File: src/rtl/chain_pkg.sv
// Shared types for the daisy-chain return end: sequence states, default stage record layout,
// and the drop counter ceiling.
package chain_pkg;

  localparam int CHAIN_LENGTH_DEF = 8;
  localparam int DATA_W_DEF       = 16;
  localparam int IDX_W_DEF        = $clog2(CHAIN_LENGTH_DEF + 1);

  localparam logic [7:0] DROP_MAX = 8'd255;

  typedef enum logic [1:0] {
    IDLE,
    COLLECT,
    ERR
  } seq_state_t;

  // Stage record at the default chain geometry
  typedef struct packed {
    logic [IDX_W_DEF-1:0]  idx;
    logic [DATA_W_DEF-1:0] data;
  } stage_rec_t;

endpackage

File: src/rtl/chain_ret_fifo.sv
// Synchronous first-word-fall-through FIFO; pointers carry one wrap bit so full and empty
// are told apart without a separate counter.
module chain_ret_fifo #(
  parameter int DEPTH = 8,
  parameter int W     = 20,
  localparam int AW   = $clog2(DEPTH),
  localparam int LW   = $clog2(DEPTH + 1)
) (
  input  logic          clk,
  input  logic          rst,
  input  logic          wr_en,
  input  logic [W-1:0]  wr_data,
  input  logic          rd_en,
  output logic [W-1:0]  rd_data,
  output logic [LW-1:0] level,
  output logic          full,
  output logic          empty
);

  logic [W-1:0] mem [DEPTH];
  logic [AW:0]  wptr;
  logic [AW:0]  rptr;

  always_ff @(posedge clk) begin
    if (rst) begin
      wptr <= '0;
      rptr <= '0;
    end else begin
      if (wr_en) wptr <= wptr + 1'b1;
      if (rd_en) rptr <= rptr + 1'b1;
    end
  end

  always_ff @(posedge clk) begin
    if (wr_en) mem[wptr[AW-1:0]] <= wr_data;
  end

  assign level   = LW'(wptr - rptr);
  assign empty   = (wptr == rptr);
  assign full    = (wptr[AW] != rptr[AW]) && (wptr[AW-1:0] == rptr[AW-1:0]);
  // Head is forced to zero when empty so stale storage never shows on the return port
  assign rd_data = empty ? '0 : mem[rptr[AW-1:0]];

endmodule

File: src/rtl/chain_return.sv
// Terminating end of the stage-enable chain: sequence check, return FIFO to upstream,
// frame/error pulses and overflow accounting.
module chain_return #(
  parameter int CHAIN_LENGTH = 8,
  parameter int DATA_W       = 16,
  parameter int DEPTH        = 8,
  parameter int IDX_W        = $clog2(CHAIN_LENGTH + 1),
  localparam int LW          = $clog2(DEPTH + 1)
) (
  input  logic              clk,
  input  logic              rst,
  input  logic              sense_ena,
  input  logic [IDX_W-1:0]  sense_idx,
  input  logic [DATA_W-1:0] sense_data,
  output logic              ret_valid,
  input  logic              ret_ready,
  output logic [IDX_W-1:0]  ret_idx,
  output logic [DATA_W-1:0] ret_data,
  output logic [LW-1:0]     level,
  input  logic              clr,
  output logic              ovf,
  output logic [7:0]        drop_cnt,
  output logic              frame_done,
  output logic              seq_err,
  output logic [15:0]       frame_cnt
);
  import chain_pkg::*;

  localparam logic [IDX_W-1:0] LAST_IDX = IDX_W'(CHAIN_LENGTH - 1);
  localparam logic [IDX_W-1:0] ONE_IDX  = IDX_W'(1);

  function automatic logic [7:0] sat_inc(input logic [7:0] v);
    return (v == DROP_MAX) ? v : v + 8'd1;
  endfunction

  logic                    full;
  logic                    empty;
  logic                    pop;
  logic                    push;
  logic                    drop;
  logic [IDX_W+DATA_W-1:0] head;
  seq_state_t              state;
  logic [IDX_W-1:0]        exp_idx;

  // A pop frees the slot in the same cycle, so a full FIFO still accepts when drained
  assign pop  = ret_valid & ret_ready;
  assign push = sense_ena & (~full | pop);
  assign drop = sense_ena & full & ~pop;

  chain_ret_fifo #(
    .DEPTH (DEPTH),
    .W     (IDX_W + DATA_W)
  ) u_fifo (
    .clk     (clk),
    .rst     (rst),
    .wr_en   (push),
    .wr_data ({sense_idx, sense_data}),
    .rd_en   (pop),
    .rd_data (head),
    .level   (level),
    .full    (full),
    .empty   (empty)
  );

  assign ret_valid           = ~empty;
  assign {ret_idx, ret_data} = head;

  always_ff @(posedge clk) begin
    if (rst) begin
      ovf      <= 1'b0;
      drop_cnt <= '0;
    end else if (clr) begin
      ovf      <= drop;
      drop_cnt <= drop ? 8'd1 : 8'd0;
    end else if (drop) begin
      ovf      <= 1'b1;
      drop_cnt <= sat_inc(drop_cnt);
    end
  end

  // Sequence tracker sees every record, accepted or dropped
  always_ff @(posedge clk) begin
    if (rst) begin
      state      <= IDLE;
      exp_idx    <= '0;
      frame_done <= 1'b0;
      seq_err    <= 1'b0;
      frame_cnt  <= '0;
    end else begin
      frame_done <= 1'b0;
      seq_err    <= 1'b0;
      if (sense_ena) begin
        case (state)
          IDLE: begin
            if (sense_idx == '0) begin
              if (CHAIN_LENGTH == 1) begin
                frame_done <= 1'b1;
                frame_cnt  <= frame_cnt + 16'd1;
              end else begin
                state   <= COLLECT;
                exp_idx <= ONE_IDX;
              end
            end else begin
              seq_err <= 1'b1;
              state   <= ERR;
            end
          end
          COLLECT: begin
            if (sense_idx == exp_idx) begin
              if (exp_idx == LAST_IDX) begin
                frame_done <= 1'b1;
                frame_cnt  <= frame_cnt + 16'd1;
                state      <= IDLE;
              end else begin
                exp_idx <= exp_idx + 1'b1;
              end
            end else if (sense_idx == '0) begin
              seq_err <= 1'b1;
              exp_idx <= ONE_IDX;
            end else begin
              seq_err <= 1'b1;
              state   <= ERR;
            end
          end
          ERR: begin
            if (sense_idx == '0) begin
              state   <= COLLECT;
              exp_idx <= ONE_IDX;
            end
          end
          default: state <= IDLE;
        endcase
      end
    end
  end

endmodule

File: config.mk
export PLATFORM = sky130hd
export DESIGN_NAME = chain_return
export DESIGN_NICKNAME = d
export VERILOG_FILES = /design/src/rtl/chain_pkg.sv /design/src/rtl/chain_ret_fifo.sv /design/src/rtl/chain_return.sv
export SDC_FILE = /design/constraint.sdc
export NUM_CORES = 1
export LEC_CHECK = 0
export CORE_AREA = 8 8 131 133
export DETAILED_ROUTE_END_ITERATION = 6
export DIE_AREA = 0 0 139 141
export PLACE_DENSITY = 0.78
export SLEW_MARGIN = 20
export SYNTH_ARGS = -nofsm -noshare
export SYNTH_HDL_FRONTEND = slang
export SYNTH_SLANG_ARGS = --single-unit
File: constraint.sdc
create_clock -name clk -period 4.2 [get_ports clk]
set_input_delay 0.63 -clock clk [delete_from_list [all_inputs] [get_ports clk]]
set_output_delay 0.63 -clock clk [all_outputs]
set_load 0.01 [all_outputs]
==> flow_metrics.py, run 1 <==
metrics = {
    "run_status": {
        "status": "completed",
    },
    "clock_tree": {
        "holdBufCountCts": 0,
        "cts_root_buf": "clkbuf_16",
        "post_cts_buffers": 0,
        "cts_buffers": 21,
        "cts_resized": 0,
        "clk_pin_slew_ns": 0.06,
        "cts_tree": "built",
        "clock_sinks": 204,
        "htree_levels": 1,
        "cts_buffer_depth": 3,
        "clk_latency_ns": 0.48,
    },
    "global_routing": {
        "grt_max_degree": 29,
        "grt_pass1_wl_microns": 27080,
        "grt.overflow.total": 0,
        "grt_pass1_vias": 5106,
        "track_usage_pct": 17.33,
        "grt_antenna_before_repair": 0,
    },
    "worst_setup_path": {
        "slowest_stage": "dfxtp_1",
        "critPathArrivalTime_ns": 2.78,
        "start_kind": "flop",
        "cp_max_fo": 16,
        "cpPeakStageDelay_ns": 0.76,
        "cp_cell_sequence": "buf_4, mux4_2, mux2i_1, nor2_1, clkdlybuf4s50_1",
        "crit_path_end_kind": "output pin",
        "critical_path_class": "flop to output pin",
        "crit_required_ns": 3.57,
    },
    "sta": {
        "hold_ws_ns": 0.4962,
        "max_slew.worst_pin.slew_ns": 0.9380,
        "maxSlewViolCount": 0,
        "rsz0062_at_grt": "false",
        "fmax_ghz": 0.2934,
        "period_needed_ns": 3.408,
        "fin_crit_sh_pct": 81.15,
        "setup_violations": 0,
        "finClkSkew_ns": 0.01101,
        "tns_ns": 0,
        "finalHoldViolCount": 0,
        "relSlewSlack_pct": 37.27,
    },
    "drt": {
        "drt_iter0_drc": 271,
        "dr.pass1.iters": 5,
        "drc_errors": 0,
        "routed_wl_microns": 16950,
        "num_vias": 4849,
        "ant_nets": 0,
        "vias_per_cell": 5.935,
        "avgRoutedWirePerCell_microns": 20.75,
    },
    "placed_design": {
        "place_inst": 780,
        "gp_congestion": 0.7930,
        "dp_hpwl_microns": 10630,
        "dpl_cell_area_sq_um": 9409,
        "port_buffers": 76,
    },
    "synth": {
        "avgSynthCellArea_sq_um": 15.98,
        "syn-cell-area_sq_um": 8376,
        "synth_edf_count": 160,
        "syn_inst": 524,
        "synth_most_common_cell": "edfxtp_1",
        "ys_ff_latch": 204,
        "synth_top_area_share_pct": 57.36,
        "synth_fp_nets": 558,
        "yosysTopAreaCell": "edfxtp_1",
        "yosysSeqAreaShare_pct": 67.88,
        "ys_async_sr_fraction_pct": 0,
        "synth_common_cells": "edfxtp_1, nor2_1, dfxtp_1",
        "yosys_warnings": 0,
        "ys_types": 52,
        "synth-main-ff-cell": "edfxtp_1",
        "synth_top_cells_by_area": "edfxtp_1, mux4_2, dfxtp_1",
    },
    "cells_and_area": {
        "nets": 649,
        "finalNonFillerCells": 817,
        "antenna_cells": 0,
        "multiInputGateArea_sq_um": 2537,
        "seq_area_sq_um": 5687,
        "final_area_sq_um": 10090,
        "drive_gt1_share_pct": 17.81,
        "syn_to_final_growth_pct": 20.48,
        "fillers": 1017,
    },
    "power": {
        "p_leak_nw": 3.163,
        "ir_worst_vdd_mv": 0.2937,
        "finalPower_mw": 4.826,
        "power.density_nw_per_um2": 478.3,
    },
    "min_path": {
        "hold_class": "flop to flop",
    },
    "flow_run": {
        "max_cap_violations": 0,
    },
    "floorplan": {
        "die_area_sq_um": 19600,
        "die_h_microns": 141,
        "die_x_microns": 139,
        "placementRows": 45,
        "fp.coreArea_sq_um": 14980,
        "io_pins": 77,
        "start_util_pct": 55.92,
    },
}
==> cells by family after synthesis <==
kind of cell | after synthesis | share of synthesized area [%]
XOR/XNOR | 20 | 2.271
multiplexers | 66 | 13.88
flip-flops | 204 | 67.88
buffers and inverters | 39 | 2.315
adder cells (fa/ha/maj) | 9 | 1.434
AND/OR/NAND/NOR | 138 | 8.724
AO/OA/AOI/OAI | 48 | 3.496
==> placed cells by master, fill, tap and decap left out, drive strengths merged, types with 3 or more instances in the layout <==
cell	count
nand2b	4
nand3	13
nor4	7
nand2	15
clkinvlp	3
inv	15
clkdlybuf4s50	76
nor3	11
mux4	40
clkinv	9
and4	3
xnor2	18
dfxtp	44
buf	16
nor2	50
o31ai	8
edfxtp	160
nor2b	3
nand4	8
or3	4
a21oi	21
ha	8
mux2i	25
or4	11
clkbuf	24
o21ai	9
==> report_power, final <==
part | internal (mW) | total, mW | switching (mW)
sequential | 2.23 | 2.28 | 0.0487
combinational | 0.410 | 0.764 | 0.354
clock | 1.04 | 1.78 | 0.746
==> per-layer routing <==
metal	global-route usage (%)	share of wire (%)	vias to the layer above
li1	-	-	2230
met1	20.63	41	2442
met2	30.53	50	157
met3	4.794	7.8	20
met4	4.564	1.4	0
met5	0	0	-
==> metrics by stage <==
step	setup WS [ns]	utilization, %
2_1_floorplan	0.6926	-
3_3_place_gp	1.225	62.82
3_5_place_dp	1.140	62.82
4_1_cts	0.7007	67.38
5_1_grt	0.5871	67.38
6_report	0.7918	67.38
==> worst max-delay path, delay by kind of cell, from the launching register on <==
family / cells / cell delay (ns)
mux: 2 / 0.58
simple gates: 1 / 0.08
buf+inv: 2 / 0.88
flops: 1 / 0.76
==> flip-flops by register name, indices dropped and copies added (netlist names), named ones only <==
| register | count |
|---|---|
| drop_cnt | 8 |
| exp_idx | 4 |
| frame_cnt | 16 |
| frame_done | 1 |
| ovf | 1 |
| seq_err | 1 |
| state | 2 |
| u_fifo.mem | 160 |
| u_fifo.rptr | 4 |
| u_fifo.wptr | 4 |
==> worst paths after layout <==
kind                       start      endpoint  slack (ns)  cells after the start
setup / recovery            flop  ret_data[12]        0.79                      5
hold / removal               ovf           ovf        0.50                      2
setup reg to reg  u_fifo.wptr[0]   drop_cnt[7]        1.49                      7
hold reg to reg              ovf           ovf        0.50                      2
==> layout make-up <==
cell class                      count  area share, %
Clock buffer                       24          5.617
Clock inverter                     13          1.141
Inverter                           15         0.5580
Multi-Input combinational cell    281          25.15
Sequential cell                   204          56.35
Tap cell                          188          2.331
Timing Repair Buffer               92          8.853
Note: power is estimated with default switching activity, not from simulation.
==> inputs of run 2 (changes only) <==
==> constraint.sdc (replaced) <==
create_clock -name clk -period 3.5 [get_ports clk]
set_input_delay 0.525 -clock clk [delete_from_list [all_inputs] [get_ports clk]]
set_output_delay 0.525 -clock clk [all_outputs]
set_load 0.01 [all_outputs]
==> flow_metrics.py, run 2 (same netlist as run 1, synthesis figures left out) <==
metrics = {
    "clock_tree": {
        "clk_pin_slew_ns": 0.06,
        "cts_resized": 0,
        "cts_tree": "built",
        "holdBufCountCts": 0,
        "cts_root_buf": "clkbuf_16",
        "cts_buffer_depth": 3,
        "post_cts_buffers": 0,
        "clock_sinks": 204,
        "cts_buffers": 21,
        "htree_levels": 1,
        "clk_latency_ns": 0.48,
    },
    "worst_setup_path": {
        "cp-startpoint": "u_fifo.wptr[0]",
        "start_kind": "flop",
        "slowest_stage": "dfxtp_1",
        "crit_required_ns": 2.97,
        "cp_max_fo": 17,
        "crit_family": "buffers and inverters",
        "crit_path_end_kind": "output pin",
        "cp_cell_sequence": "inv_1, ha_1, and4_1, buf_4, nor2_1, clkdlybuf4s50_1",
        "critPathArrivalTime_ns": 2.82,
        "cpPeakStageDelay_ns": 0.49,
        "r2r_slack_ns": 0.86,
        "critical_path_class": "flop to output pin",
        "r2r-start": "u_fifo.wptr[0]",
        "critPathBufInv": 3,
    },
    "cells_and_area": {
        "fin_util_pct": 67.13,
        "syn_to_final_growth_pct": 20.03,
        "largest_reg_flops": 160,
        "nets": 649,
        "antenna_cells": 0,
        "final_cell_mix": "edfxtp_1, clkdlybuf4s50_1, nor2_1",
        "mostFrequentLayoutCell": "edfxtp_1",
        "drive_gt1_share_pct": 16.75,
        "fillers": 1014,
        "final_area_sq_um": 10050,
        "seq_area_sq_um": 5687,
        "multiInputGateArea_sq_um": 2537,
    },
    "run_status": {
        "status": "completed",
    },
    "flow_run": {
        "max_cap_violations": 0,
    },
    "min_path": {
        "hold_class": "flop to flop",
        "hold_start": "ovf",
    },
    "placed_design": {
        "dpl_cell_area_sq_um": 9409,
        "gp_congestion": 0.8039,
        "dp_hpwl_microns": 10280,
        "port_buffers": 76,
    },
    "power": {
        "clock_power_share_pct": 36.6,
        "p_int_mw": 4.413,
        "ir_worst_vdd_mv": 0.3021,
        "combPwrFrac_pct": 16.4,
        "finalPower_mw": 5.755,
        "p_leak_nw": 3.148,
        "power.density_nw_per_um2": 572.4,
        "p_seq_share_pct": 47.0,
        "switchingPower_mw": 1.342,
        "switching_share_pct": 23.31,
    },
    "floorplan": {
        "start_util_pct": 55.92,
        "die_area_sq_um": 19600,
        "placementRows": 45,
        "die_x_microns": 139,
        "fp.coreArea_sq_um": 14980,
        "io_pins": 77,
        "die_h_microns": 141,
    },
    "sta": {
        "finalHoldViolCount": 0,
        "maxSlewViolCount": 0,
        "relSlewSlack_pct": 39.42,
        "fmax_ghz": 0.2988,
        "hold_ws_ns": 0.5036,
        "fin_crit_sh_pct": 95.63,
        "setup_violations": 0,
        "max_slew.worst_pin.slew_ns": 0.8945,
        "rsz0062_at_grt": "false",
        "period_needed_ns": 3.347,
        "finClkSkew_ns": 0.007147,
    },
    "drt": {
        "ant_nets": 0,
        "dr.pass1.iters": 4,
        "drc_errors": 0,
        "drt_iter0_drc": 381,
        "num_vias": 4875,
        "routed_wl_microns": 16980,
        "vias_per_cell": 5.982,
        "avgRoutedWirePerCell_microns": 20.83,
    },
    "global_routing": {
        "track_usage_pct": 17.26,
        "grt.overflow.total": 0,
        "grt_pass1_vias": 5222,
        "grt_max_degree": 41,
        "grt_antenna_before_repair": 0,
        "grt_pass1_wl_microns": 27300,
    },
}
## run 2: cell types whose count changed in the layout (fill, tap and decap cells not counted)
cell	change
clkinv_8	-1
o311ai_1	+1
clkinv_4	-1
clkinv_1	+1
clkbuf_1	+4
bufinv_16	+1
clkbuf_8	-3
clkinv_2	-1
o311ai_0	-1
clkinvlp_4	-2
## run 2: tightest hold or removal path: cells and delay by family (launching register included)
family,cells,cell delay (ns)
AOI/OAI and AO/OA,1,0.07
DFF,1,0.32
and+or+nand+nor,1,0.07
## run 2: per-layer routing
| metal | part of all wire [%] | global-route usage (%) | up-vias |
|---|---|---|---|
| met5 | 0 | 0 | - |
| met4 | 1.7 | 4.275 | 0 |
| met3 | 7.3 | 4.490 | 27 |
| met2 | 50 | 29.57 | 159 |
| met1 | 41 | 21.55 | 2464 |
| li1 | - | - | 2225 |
## run 2: worst paths after layout
check / cells past startpoint / end
worst max-delay path: 6 / ret_idx[1]
worst min-delay path: 2 / ovf
worst max register to register: 8 / u_fifo.wptr[3]
worst min register to register: 2 / ovf
## run 2: per-stage QoR
step / setup TNS, ns / setup WS, ns / instances
after floorplan: -0.4458 / -0.007430 / 524
after global placement: 0 / 0.6167 / 780
after detailed placement: 0 / 0.4958 / 780
after CTS: 0 / 0.1225 / 815
after global routing: 0 / 0.03039 / 815
final: 0 / 0.1531 / 815
## run 2: area by class of cell
type,count,area share [%]
clock buffers,25,5.376
flip-flops and latches,204,56.56
multi-input cells,281,25.24
inverters,15,0.5600
well taps,188,2.340
repair buffers,92,8.886
clock inverters,10,1.033
## run 2: power by group through the flow
stage                     Combinational [mW]  Sequential (mW)  Clock, mW
final                                  0.944             2.70       2.11
after global routing                    1.02             2.71       2.25
after CTS                              0.963             2.70       2.15
after detailed placement               0.958             2.75          0
after global placement                 0.936             2.75          0
after floorplan                        0.551             2.75          0
